`src/rtl/types_pkg.sv`:
```
// rtl/types_pkg.sv - shared types for the frame draw scheduler
//
// Purpose: pixel colour type, scheduler FSM states and write-port owner
// encoding, plus the state-to-owner mapping used by the top level.
// Ports: none (package).
package types_pkg;

  typedef logic [15:0] color_t;

  typedef enum logic [2:0] {
    IDLE,
    BG_START,
    BG_WAIT,
    SH_START,
    SH_WAIT,
    DRAIN,
    SWAP
  } sched_state_t;

  typedef enum logic [1:0] {
    SRC_NONE,
    SRC_BG,
    SRC_SHAPE
  } draw_src_t;

  // A drawer owns the frame-buffer port from its start cycle through its done cycle.
  function automatic draw_src_t owner_of(input sched_state_t s);
    case (s)
      BG_START, BG_WAIT: return SRC_BG;
      SH_START, SH_WAIT: return SRC_SHAPE;
      default:           return SRC_NONE;
    endcase
  endfunction

endpackage

```
`src/rtl/frame_draw_scheduler_fb_write_mux.sv`:
```
// rtl/frame_draw_scheduler_fb_write_mux.sv - registered frame-buffer write selector
//
// Purpose: forwards the write stream of the current owner to the frame-buffer
// port with one cycle of latency; writes from the other stream are dropped.
// Ports:
//   clk, rst                          clock, synchronous active-high reset
//   src                               current owner (SRC_NONE drops everything)
//   bg_write_en/addr/data             background drawer stream
//   shape_write_en/addr/data          shape drawer stream
//   fb_write_en/addr/data             registered frame-buffer write port
module fb_write_mux
  import types_pkg::*;
#(
  parameter int ADDR_W = 15
) (
  input  logic              clk,
  input  logic              rst,
  input  draw_src_t         src,
  input  logic              bg_write_en,
  input  logic [ADDR_W-1:0] bg_write_addr,
  input  color_t            bg_write_data,
  input  logic              shape_write_en,
  input  logic [ADDR_W-1:0] shape_write_addr,
  input  color_t            shape_write_data,
  output logic              fb_write_en,
  output logic [ADDR_W-1:0] fb_write_addr,
  output color_t            fb_write_data
);

  // Address/data only load on an accepted write so they hold otherwise.
  always_ff @(posedge clk) begin
    if (rst) begin
      fb_write_en   <= 1'b0;
      fb_write_addr <= '0;
      fb_write_data <= '0;
    end else begin
      fb_write_en <= 1'b0;
      case (src)
        SRC_BG: begin
          fb_write_en <= bg_write_en;
          if (bg_write_en) begin
            fb_write_addr <= bg_write_addr;
            fb_write_data <= bg_write_data;
          end
        end
        SRC_SHAPE: begin
          fb_write_en <= shape_write_en;
          if (shape_write_en) begin
            fb_write_addr <= shape_write_addr;
            fb_write_data <= shape_write_data;
          end
        end
        default: ;
      endcase
    end
  end

endmodule

```
`src/rtl/frame_draw_scheduler.sv`:
```
// rtl/frame_draw_scheduler.sv - sequences background and shape drawers for one frame
//
// Purpose: on frame_start runs the background drawer, then the shape drawer
// once per shape index, waits one drain cycle for the last registered write,
// then handshakes a buffer swap. Owns the single frame-buffer write port.
// Optional build macro: FRAME_OVERRUN_COUNT_EN enables the dropped
// frame_start counter; without it overrun_count is tied to zero.
// Ports:
//   clk, rst                          clock, synchronous active-high reset
//   frame_start, shape_count          frame request and shape count (clamped)
//   busy, frame_done                  status; frame_done pulses on swap_ack
//   bg_start, bg_done, bg_write_*     background drawer control and stream
//   shape_start, shape_idx,
//   shape_done, shape_write_*         shape drawer control and stream
//   fb_write_*                        registered frame-buffer write port
//   swap_req, swap_ack                buffer swap handshake
//   overrun_count                     frame_start requests seen while busy
module frame_draw_scheduler
  import types_pkg::*;
#(
  parameter int BUFFER_WIDTH      = 160,
  parameter int BUFFER_HEIGHT     = 120,
  parameter int BUFFER_ADDR_WIDTH = $clog2(BUFFER_WIDTH * BUFFER_HEIGHT),
  parameter int MAX_SHAPES        = 16,
  parameter int CNT_W             = $clog2(MAX_SHAPES + 1),
  parameter int IDX_W             = $clog2(MAX_SHAPES)
) (
  input  logic                         clk,
  input  logic                         rst,
  input  logic                         frame_start,
  input  logic [CNT_W-1:0]             shape_count,
  output logic                         busy,
  output logic                         frame_done,
  output logic                         bg_start,
  input  logic                         bg_done,
  input  logic                         bg_write_en,
  input  logic [BUFFER_ADDR_WIDTH-1:0] bg_write_addr,
  input  color_t                       bg_write_data,
  output logic                         shape_start,
  output logic [IDX_W-1:0]             shape_idx,
  input  logic                         shape_done,
  input  logic                         shape_write_en,
  input  logic [BUFFER_ADDR_WIDTH-1:0] shape_write_addr,
  input  color_t                       shape_write_data,
  output logic                         fb_write_en,
  output logic [BUFFER_ADDR_WIDTH-1:0] fb_write_addr,
  output color_t                       fb_write_data,
  output logic                         swap_req,
  input  logic                         swap_ack,
  output logic [15:0]                  overrun_count
);

  localparam logic [CNT_W-1:0] MAX_CNT = CNT_W'(MAX_SHAPES);

  sched_state_t     state;
  logic [CNT_W-1:0] count_q;
  logic [IDX_W-1:0] idx;
  logic             last_shape;

  // Only evaluated in shape states, where count_q is known to be non-zero.
  assign last_shape = (CNT_W'(idx) == count_q - CNT_W'(1));

  always_ff @(posedge clk) begin
    if (rst) begin
      state   <= IDLE;
      count_q <= '0;
      idx     <= '0;
    end else begin
      case (state)
        IDLE: begin
          if (frame_start) begin
            count_q <= (shape_count > MAX_CNT) ? MAX_CNT : shape_count;
            idx     <= '0;
            state   <= BG_START;
          end
        end
        BG_START: state <= BG_WAIT;
        BG_WAIT: begin
          if (bg_done) state <= (count_q != '0) ? SH_START : DRAIN;
        end
        SH_START: state <= SH_WAIT;
        SH_WAIT: begin
          if (shape_done) begin
            if (last_shape) begin
              state <= DRAIN;
            end else begin
              idx   <= idx + IDX_W'(1);
              state <= SH_START;
            end
          end
        end
        DRAIN: state <= SWAP;
        SWAP: begin
          if (swap_ack) state <= IDLE;
        end
        default: state <= IDLE;
      endcase
    end
  end

  // Control outputs are straight decodes of the state register; frame_done
  // has to follow swap_ack in the same cycle.
  assign busy        = (state != IDLE);
  assign bg_start    = (state == BG_START);
  assign shape_start = (state == SH_START);
  assign swap_req    = (state == SWAP);
  assign frame_done  = (state == SWAP) && swap_ack;
  assign shape_idx   = idx;

  fb_write_mux #(
    .ADDR_W(BUFFER_ADDR_WIDTH)
  ) u_fb_write_mux (
    .clk              (clk),
    .rst              (rst),
    .src              (owner_of(state)),
    .bg_write_en      (bg_write_en),
    .bg_write_addr    (bg_write_addr),
    .bg_write_data    (bg_write_data),
    .shape_write_en   (shape_write_en),
    .shape_write_addr (shape_write_addr),
    .shape_write_data (shape_write_data),
    .fb_write_en      (fb_write_en),
    .fb_write_addr    (fb_write_addr),
    .fb_write_data    (fb_write_data)
  );

`ifdef FRAME_OVERRUN_COUNT_EN
  logic [15:0] overrun_q;

  always_ff @(posedge clk) begin
    if (rst) begin
      overrun_q <= 16'd0;
    end else if (frame_start && busy && (overrun_q != 16'hFFFF)) begin
      overrun_q <= overrun_q + 16'd1;
    end
  end

  assign overrun_count = overrun_q;
`else
  assign overrun_count = 16'd0;
`endif

endmodule

```
`config.mk`:
```
export PLATFORM = sky130hd
export DESIGN_NAME = frame_draw_scheduler
export DESIGN_NICKNAME = d
export VERILOG_FILES = /design/src/rtl/types_pkg.sv /design/src/rtl/frame_draw_scheduler_fb_write_mux.sv /design/src/rtl/frame_draw_scheduler.sv
export SDC_FILE = /design/constraint.sdc
export NUM_CORES = 1
export LEC_CHECK = 0
export ABC_AREA = 1
export CAP_MARGIN = 30
export CORE_MARGIN = 10
export CORE_UTILIZATION = 41
export DETAILED_ROUTE_END_ITERATION = 10
export GPL_TIMING_DRIVEN = 1
export HOLD_SLACK_MARGIN = 0.12
export PLACE_DENSITY = 0.89
export SLEW_MARGIN = 10
export SYNTH_ARGS = -nofsm -noshare
export SYNTH_HDL_FRONTEND = slang
export SYNTH_HIERARCHICAL = 1
export SYNTH_SLANG_ARGS = --single-unit
export TNS_END_PERCENT = 100
```
`constraint.sdc`:
```
create_clock -name clk -period 2.7 [get_ports clk]
set_input_delay 0.81 -clock clk [delete_from_list [all_inputs] [get_ports clk]]
set_output_delay 0.81 -clock clk [all_outputs]
set_load 0.02 [all_outputs]
```
### Word-level counts from Yosys, hierarchy flattened

Cells that the tools add are included.

| word-level totals | value |
|---|---|
| register bits | 44 |
| logic and storage cells | 57 |
| input bits | 75 |
| output and inout port bits | 57 |

| operators by class | value |
|---|---|
| $add $sub $neg | 2 |
| reduce and logical (&&, ||, !) cells | 12 |
| $lt $le $gt $ge | 1 |
| equal/unequal tests | 16 |
| muxes and demuxes | 20 |

Operator list:

| kind | number |
|---|---|
| $mux 16 | 2 |
| $pmux 16 s2 | 1 |
| $mux 15 | 2 |
| $pmux 15 s2 | 1 |
| $pmux 3 s7 | 1 |
| $mux 3 | 6 |
| $mux 4 | 3 |
| $ne 2x2->1 const B | 6 |
| $eq 3x3->1 const B | 3 |
| $pmux 4 s2 | 1 |
| $reduce_and 4->1 | 2 |
| $eq 3x2->1 const B | 2 |
| $eq 4x5->1 | 1 |
| $gt 5x5->1 const B | 1 |
| $mux 5 | 1 |
| $reduce_bool 5->1 | 1 |
| $sub 5x1->5 const B | 1 |
| $add 4x1->4 const B | 1 |
| $pmux 2 s2 | 1 |
| $reduce_bool 2->1 | 2 |
| $reduce_or 2->1 | 2 |
| $eq 3x1->1 const B | 1 |
| $logic_not 3->1 | 1 |
| $reduce_and 3->1 | 1 |
| 7 further kinds | 7 |

### Longest topological paths before layout

Gate-level depths: netlist (run 1).

| depth | value |
|---|---|
| depth after elaboration | 6 |
| gate-level depth with buffers | 14 |
| mapped depth without buffers | 13 |

### Modules after synthesis

Netlist (run 1), hierarchy kept.

By module, submodules not included:

| module | cells each | sequential area each (µm²) | area each (µm²) | times used |
|---|---|---|---|---|
| fb_write_mux | 312 | 640.6 | 1771.7 | 1 |
| frame_draw_scheduler | 142 | 240.2 | 924.6 | 1 |

### Worst setup path before layout (run 1)

Ideal clock, no wire load.

| timing | value |
|---|---|
| kind | input -> output |
| from | in swap_ack |
| to | out frame_done |
| data required time | 1890 ps |
| data arrival time | 1467 ps |
| buffers on the path | 0 |
| cell stages on the path | 2 |
| setup slack | 423 ps |
| cells stage by stage | inv_1 -> nor4_1 |

| on the way | value |
|---|---|
| cells in the longest elaborated chain, start to end | 1 |

Ends and longest elaborated chain:

| item | RTL line | text |
|---|---|---|
| start, declared | frame_draw_scheduler.sv:49 | `input logic swap_ack,` |
| $logic_and 1x1->1 | frame_draw_scheduler.sv:107 | `assign frame_done = (state == SWAP) && swap_ack;` |
| end, declared | frame_draw_scheduler.sv:33 | `output logic frame_done,` |

No other way between the ends.

### Final worst setup path (run 1)

Same ends and word-level chain as after synthesis.

==> impl_metrics.yaml, run 1 <==
status:
  status: "finished, final reports clean"
worst_hold_path:
  hp-class: "register to register"
  hp-start: "count_q[4]$_SDFFE_PP0P_"
  hold_depth: 2
  min_to: "count_q[4]$_SDFFE_PP0P_"
clock_network:
  post_cts_buffers: 0
  clock-sinks: 44
  htreeDepth: 2
  cts.repair.resized: 1
  ctsHoldBuffers: 0
  cts_buffers: 5
  clock_path_buffers: 2
  cts.reportedPaths.clkPinSlew_ns: 0.09
  clkLatencyLatePin_ns: 0.29
  cts_tree: "done"
  clock-root-buffer: "clkbuf_8"
global_routing:
  grt_pass1_wl_microns: 13090
  grt_use_total_pct: 15.25
  grt_max_degree: 32
  antenna_found_initial: 0
  grt_pass1_vias: 2880
  gr-total-overflow: 0
setup_path:
  criticalPathCategory: "input port to output port"
  cp-start-kind: "input port"
  cp_slowest_cell: "clkdlybuf4s50_1"
  r2r-end: "u_fb_write_mux/fb_write_addr[6]$_SDFFE_PP0P_"
  worst-r2r-setup-slack_ns: 0.39
  worstPathArrival_ns: 1.84
  reg2reg_from: "state[0]$_SDFFE_PP0P_"
  r2r_cells: 12
  worstPathRequired_ns: 1.89
  end_kind: "output port"
  path_cells: "clkdlybuf4s50_1 > inv_1 > nor4_1 > dlygate4sd2_1"
  cp_max_fo: 2
  worst_path_largest_cell_delay_ns: 0.45
detailed_routing:
  drt_first_pass_iters: 4
  drc: 0
  wl_per_cell_microns: 12.47
  avgViaCountPerCell: 4.476
  drtIter0Drc: 50
  wl_microns: 8044
  via_count: 2887
  postRouteAntennaNets: 0
flow_run:
  maxCapViolCount: 0
floorplan:
  initial_core_util_pct: 42.22
  die_y_microns: 101.1
  ios: 132
  die_w_microns: 101.1
  num_rows: 29
  coreArea_sq_um: 6386
  die-area_sq_um: 10220
timing:
  fin_skew_ns: 0.01314
  max_freq_mhz: 377.4
  drv_slew: 0
  period_minus_slack_ns: 2.649
  grt_setup_unrepaired: "no"
  hold_viol: 0
  setup_viol: 0
  fin_crit_sh_pct: 98.13
  hold_slack_ns: 0.5116
logic_synthesis:
  synth_top_family_by_area: "simple AND/OR/NAND/NOR gates"
  ys_types: 31
  syn_avg_cell_area_sq_um: 5.939
  yosys_warnings: 6
  yosys_register_bits: 44
  synth_top_flop_cell: "dfxtp_1"
  synth_cells: 454
  synth_edf_count: 0
  synthAdderAreaFrac_pct: 1.856
  synth_most_common_cell: "nand2_1"
  synthArstFlopShare_pct: 0
  netlist_area_sq_um: 2696
  yosys.area_share.simple_pct: 43.48
  ys_top_cells_by_area: "dfxtp_1, nand2_1, nor2_1, inv_1, buf_4"
  synth.area.mux_share_pct: 0
  yosys-top-cells-count: "nand2_1, nor2_1, inv_1, dfxtp_1, buf_4"
  synth_area_leader_cell: "dfxtp_1"
  ys_seq_area_share_pct: 32.67
  synth_top_area_share_pct: 32.67
  synth_xor_xnor_area_share_pct: 0.6497
  synth-compound-area-share_pct: 4.872
pwr:
  leakage_nw: 1.964
  ir_drop_v: 0.0005239
  powerDensity_nw_per_um2: 745.3
placement:
  io_buffers: 115
  gp_congestion: 0.9167
  dp_hpwl_microns: 6467
cells_and_area:
  post-route-util_pct: 61.91
  drive_gt1_share_pct: 5.986
  n_antenna_cell: 0
  fill_cells: 578
  area_growth_pct: 46.64
  finalNetCount: 646
==> cells by family (layout without fill, tap and decap cells) <==
kind of cell | after synthesis | in the layout
and+or+nand+nor | 292 | 292
buffers and inverters | 90 | 189
DFF | 44 | 44
AOI/OAI and AO/OA | 21 | 21
adders and majority gates | 4 | 4
xor gates and xnor gates | 2 | 2
other | 1 | 16
==> worst max-delay path by stage <==
stage / start / to / cells after the start
2_1_floorplan: swap_ack / frame_done / 2
3_3_place_gp: swap_ack / frame_done / 4
3_5_place_dp: swap_ack / frame_done / 4
4_1_cts: swap_ack / frame_done / 4
5_1_grt: swap_ack / frame_done / 4
6_report: swap_ack / frame_done / 4
==> layout make-up <==
class                   count  area [sq um]  area share, %
clock buffers               8         90.09          2.278
flip-flops and latches     44         880.8          22.28
repair buffers            123          1237          31.30
well taps                  77         96.34          2.437
multi-input cells         335          1431          36.20
inverters                  58         217.7          5.506
==> report_power, final <==
part           switching, W  internal, W  leakage [nW]
clock              0.000219     0.000209        0.0455
sequential         0.000107     0.000835         0.362
combinational      0.000888     0.000688          1.56
total               0.00121      0.00173          1.96
==> sequential cells by signal, indices dropped and copies added (netlist names) <==
signal / flops
count_q: 5
shape_idx: 4
state: 3
u_fb_write_mux/fb_write_data: 16
u_fb_write_mux/fb_write_en: 1
u_fb_write_mux/fb_write_addr: 15
==> per-stage QoR <==
stage / worst slack [ns] / power [W] / cells / TNS [ns] / instance area [sq um]
finish: 0.05061 / 0.002947 / 645 / 0 / 3954
floorplan: 0.4231 / 0.001941 / 469 / 0 / 2753
detailed placement: -0.2308 / 0.002547 / 637 / -0.2308 / 3862
CTS: 0.05239 / 0.002982 / 645 / 0 / 3951
global route: 0.02966 / 0.003199 / 645 / 0 / 3954
global placement: -0.2169 / 0.002491 / 637 / -0.2169 / 3862
==> routing by layer <==
layer	track usage, %	routed length, microns	vias to the layer above
li1	-	-	1538
met1	16.23	3218	1269
met2	27.69	3999	76
met3	6.104	791	4
met4	2.787	35	0
met5	0	0	-
==> critical path, delay by kind of cell <==
family                 cells  cell delay (ns)
buffers and inverters      3             0.86
and+or+nand+nor            1             0.16
==> cells in the final DEF, fill, tap and decap left out, types with 2 or more instances in the layout <==
master,Yosys,final
nor3_2,2,2
or2_2,3,3
ha_1,4,4
o21ai_0,6,6
buf_4,20,6
clkbuf_8,0,6
nor2_1,78,78
buf_12,0,2
nand2_1,182,182
a21oi_1,7,7
conb_1,1,16
a211oi_1,2,2
inv_2,5,5
nand3_1,17,17
nand2_2,4,4
inv_1,53,53
dfxtp_1,44,44
nor2_2,2,2
clkbuf_1,5,2
clkdlybuf4s50_1,0,113
No activity file was read; power rests on OpenSTA's default activity.
==> inputs of run 2 (changes only) <==
--- a/config.mk
+++ b/config.mk
@@ -7,12 +7,12 @@
 export LEC_CHECK = 0
 export ABC_AREA = 1
 export CAP_MARGIN = 30
-export CORE_MARGIN = 10
+export CORE_MARGIN = 8
 export CORE_UTILIZATION = 41
 export DETAILED_ROUTE_END_ITERATION = 10
 export GPL_TIMING_DRIVEN = 1
 export HOLD_SLACK_MARGIN = 0.12
-export PLACE_DENSITY = 0.89
+export PLACE_DENSITY = 0.81
 export SLEW_MARGIN = 10
 export SYNTH_ARGS = -nofsm -noshare
 export SYNTH_HDL_FRONTEND = slang
==> impl_metrics.yaml, run 2 (same netlist as run 1, synthesis figures left out) <==
timing:
  max_freq_mhz: 381.4
  hold_viol: 0
  setup_viol: 0
  fin_crit_sh_pct: 97.11
  period_minus_slack_ns: 2.622
  hold_slack_ns: 0.5130
  fin_ws_ns: 0.07790
  finalSetupTns_ns: 0
  drv_slew: 0
  grt_setup_unrepaired: "no"
  fin_skew_ns: 0.005827
placement:
  gp_congestion: 0.8430
  dp_hpwl_microns: 6331
  dp_slack_ns: -0.2339
  postPlaceCellArea_sq_um: 3835
  io_buffers: 115
setup_path:
  reg2reg_from: "state[1]$_SDFFE_PP0P_"
  r2r_cells: 12
  worstPathRequired_ns: 1.89
  criticalPathCategory: "input port to output port"
  cp-start-kind: "input port"
  end_kind: "output port"
  r2r-end: "u_fb_write_mux/fb_write_data[1]$_SDFFE_PP0P_"
  worst-r2r-setup-slack_ns: 0.57
  cp_max_fo: 2
  worstPathArrival_ns: 1.81
floorplan:
  die-area_sq_um: 9427
  die_w_microns: 97.10
  initial_core_util_pct: 42.46
  coreArea_sq_um: 6350
  num_rows: 29
  die_y_microns: 97.10
  ios: 132
detailed_routing:
  drt_first_pass_iters: 4
  wl_per_cell_microns: 12.36
  drtIter0Drc: 90
  drc: 0
  wl_microns: 7957
  postRouteAntennaNets: 0
  avgViaCountPerCell: 4.467
  via_count: 2877
worst_hold_path:
  hp-class: "register to register"
  hp-start: "u_fb_write_mux/fb_write_data[11]$_SDFFE_PP0P_"
  hold_depth: 4
  min_to: "u_fb_write_mux/fb_write_data[11]$_SDFFE_PP0P_"
cells_and_area:
  area_growth_pct: 47.75
  n_antenna_cell: 0
  largest_register_ffs: 16
  drive_gt1_share_pct: 6.349
  final_area_sq_um: 3984
  layout_common_cells: "nand2_1, clkdlybuf4s50_1, nor2_1"
  finalNetCount: 645
  post-route-util_pct: 62.74
  regMostFlops: "u_fb_write_mux/fb_write_data"
  final_common_cell: "nand2_1"
  top_regs: "u_fb_write_mux/fb_write_data (16), u_fb_write_mux/fb_write_addr (15), count_q (5)"
pwr:
  powerDensity_nw_per_um2: 764.6
  leakage_nw: 1.964
  ir_drop_v: 0.0003899
clock_network:
  cts_tree: "done"
  clock-sinks: 44
  cts_buffers: 5
  clock-root-buffer: "clkbuf_8"
  clkLatencyLatePin_ns: 0.30
  htreeDepth: 2
  cts.reportedPaths.clkPinSlew_ns: 0.09
  clock_path_buffers: 2
flow_run:
  maxCapViolCount: 0
global_routing:
  grt_max_degree: 63
  grt_use_total_pct: 16.46
  grt_pass1_vias: 2773
  antenna_found_initial: 0
  grt_pass1_wl_microns: 13210
  gr-total-overflow: 0
status:
  status: "finished, final reports clean"
==> run 2: cell count changes in the layout (fill, tap and decap cells not counted), sizes merged <==
cell	before	now
clkdlybuf4s50	113	114
buf	8	7
clkbuf	8	6
clkinv	0	1
bufinv	0	1
dlymetal6s2s	1	0
==> run 2: layout make-up <==
cell class | count | area (sq um)
fill | 605 | 2366
multi-input combinational | 335 | 1431
timing repair buffer | 122 | 1235
sequential | 44 | 882.1
inverter | 58 | 217.7
tap | 77 | 96.34
clock buffer | 6 | 82.58
clock inverter | 2 | 38.79
==> run 2: worst max-delay path: stages <==
cell and delay [ns]:
clkdlybuf4s50_1 0.45, inv_1 0.04, nor4_1 0.14, dlygate4sd2_1 0.36
==> run 2: worst max path at each step <==
stage / startpoint / cells after the start / slack, ns / end
finish: swap_ack / 4 / 0.08 / frame_done
global route: swap_ack / 4 / 0.03 / frame_done
CTS: state[0]$_SDFFE_PP0P_ / 3 / 0.05 / shape_start
detailed placement: swap_ack / 4 / -0.23 / frame_done
global placement: swap_ack / 4 / -0.22 / frame_done
floorplan: swap_ack / 2 / 0.42 / frame_done
==> run 2: what timing repair did <==
item,in CTS,in global routing
hold endpoints to repair,0,0
buffers inserted,0,0
resized for setup,1,1
endpoints found under the setup margin,1,2
hold buffers,0,0
pin swaps,0,0
==> run 2: stage by stage <==
stage	std cells	total power (W)
floorplan	469	0.001941
CTS	643	0.003074
global route	644	0.003291
finish	644	0.003046
global placement	635	0.002475
detailed placement	635	0.002525
==> run 2: routing by layer <==
layer | global-route usage (%) | vias up | share of wire (%)
li1 | - | 1537 | -
met1 | 19.02 | 1251 | 44
met2 | 28.54 | 81 | 48
met3 | 5.263 | 8 | 6.6
met4 | 4.024 | 0 | 1.2
met5 | 0 | - | 0
==> run 2: power breakdown <==
part           switching, W  leakage, nW  internal [W]  total, W
combinational      0.000884         1.54      0.000677   0.00156
clock              0.000240       0.0614      0.000303  0.000542
sequential         0.000107        0.362      0.000835  0.000943
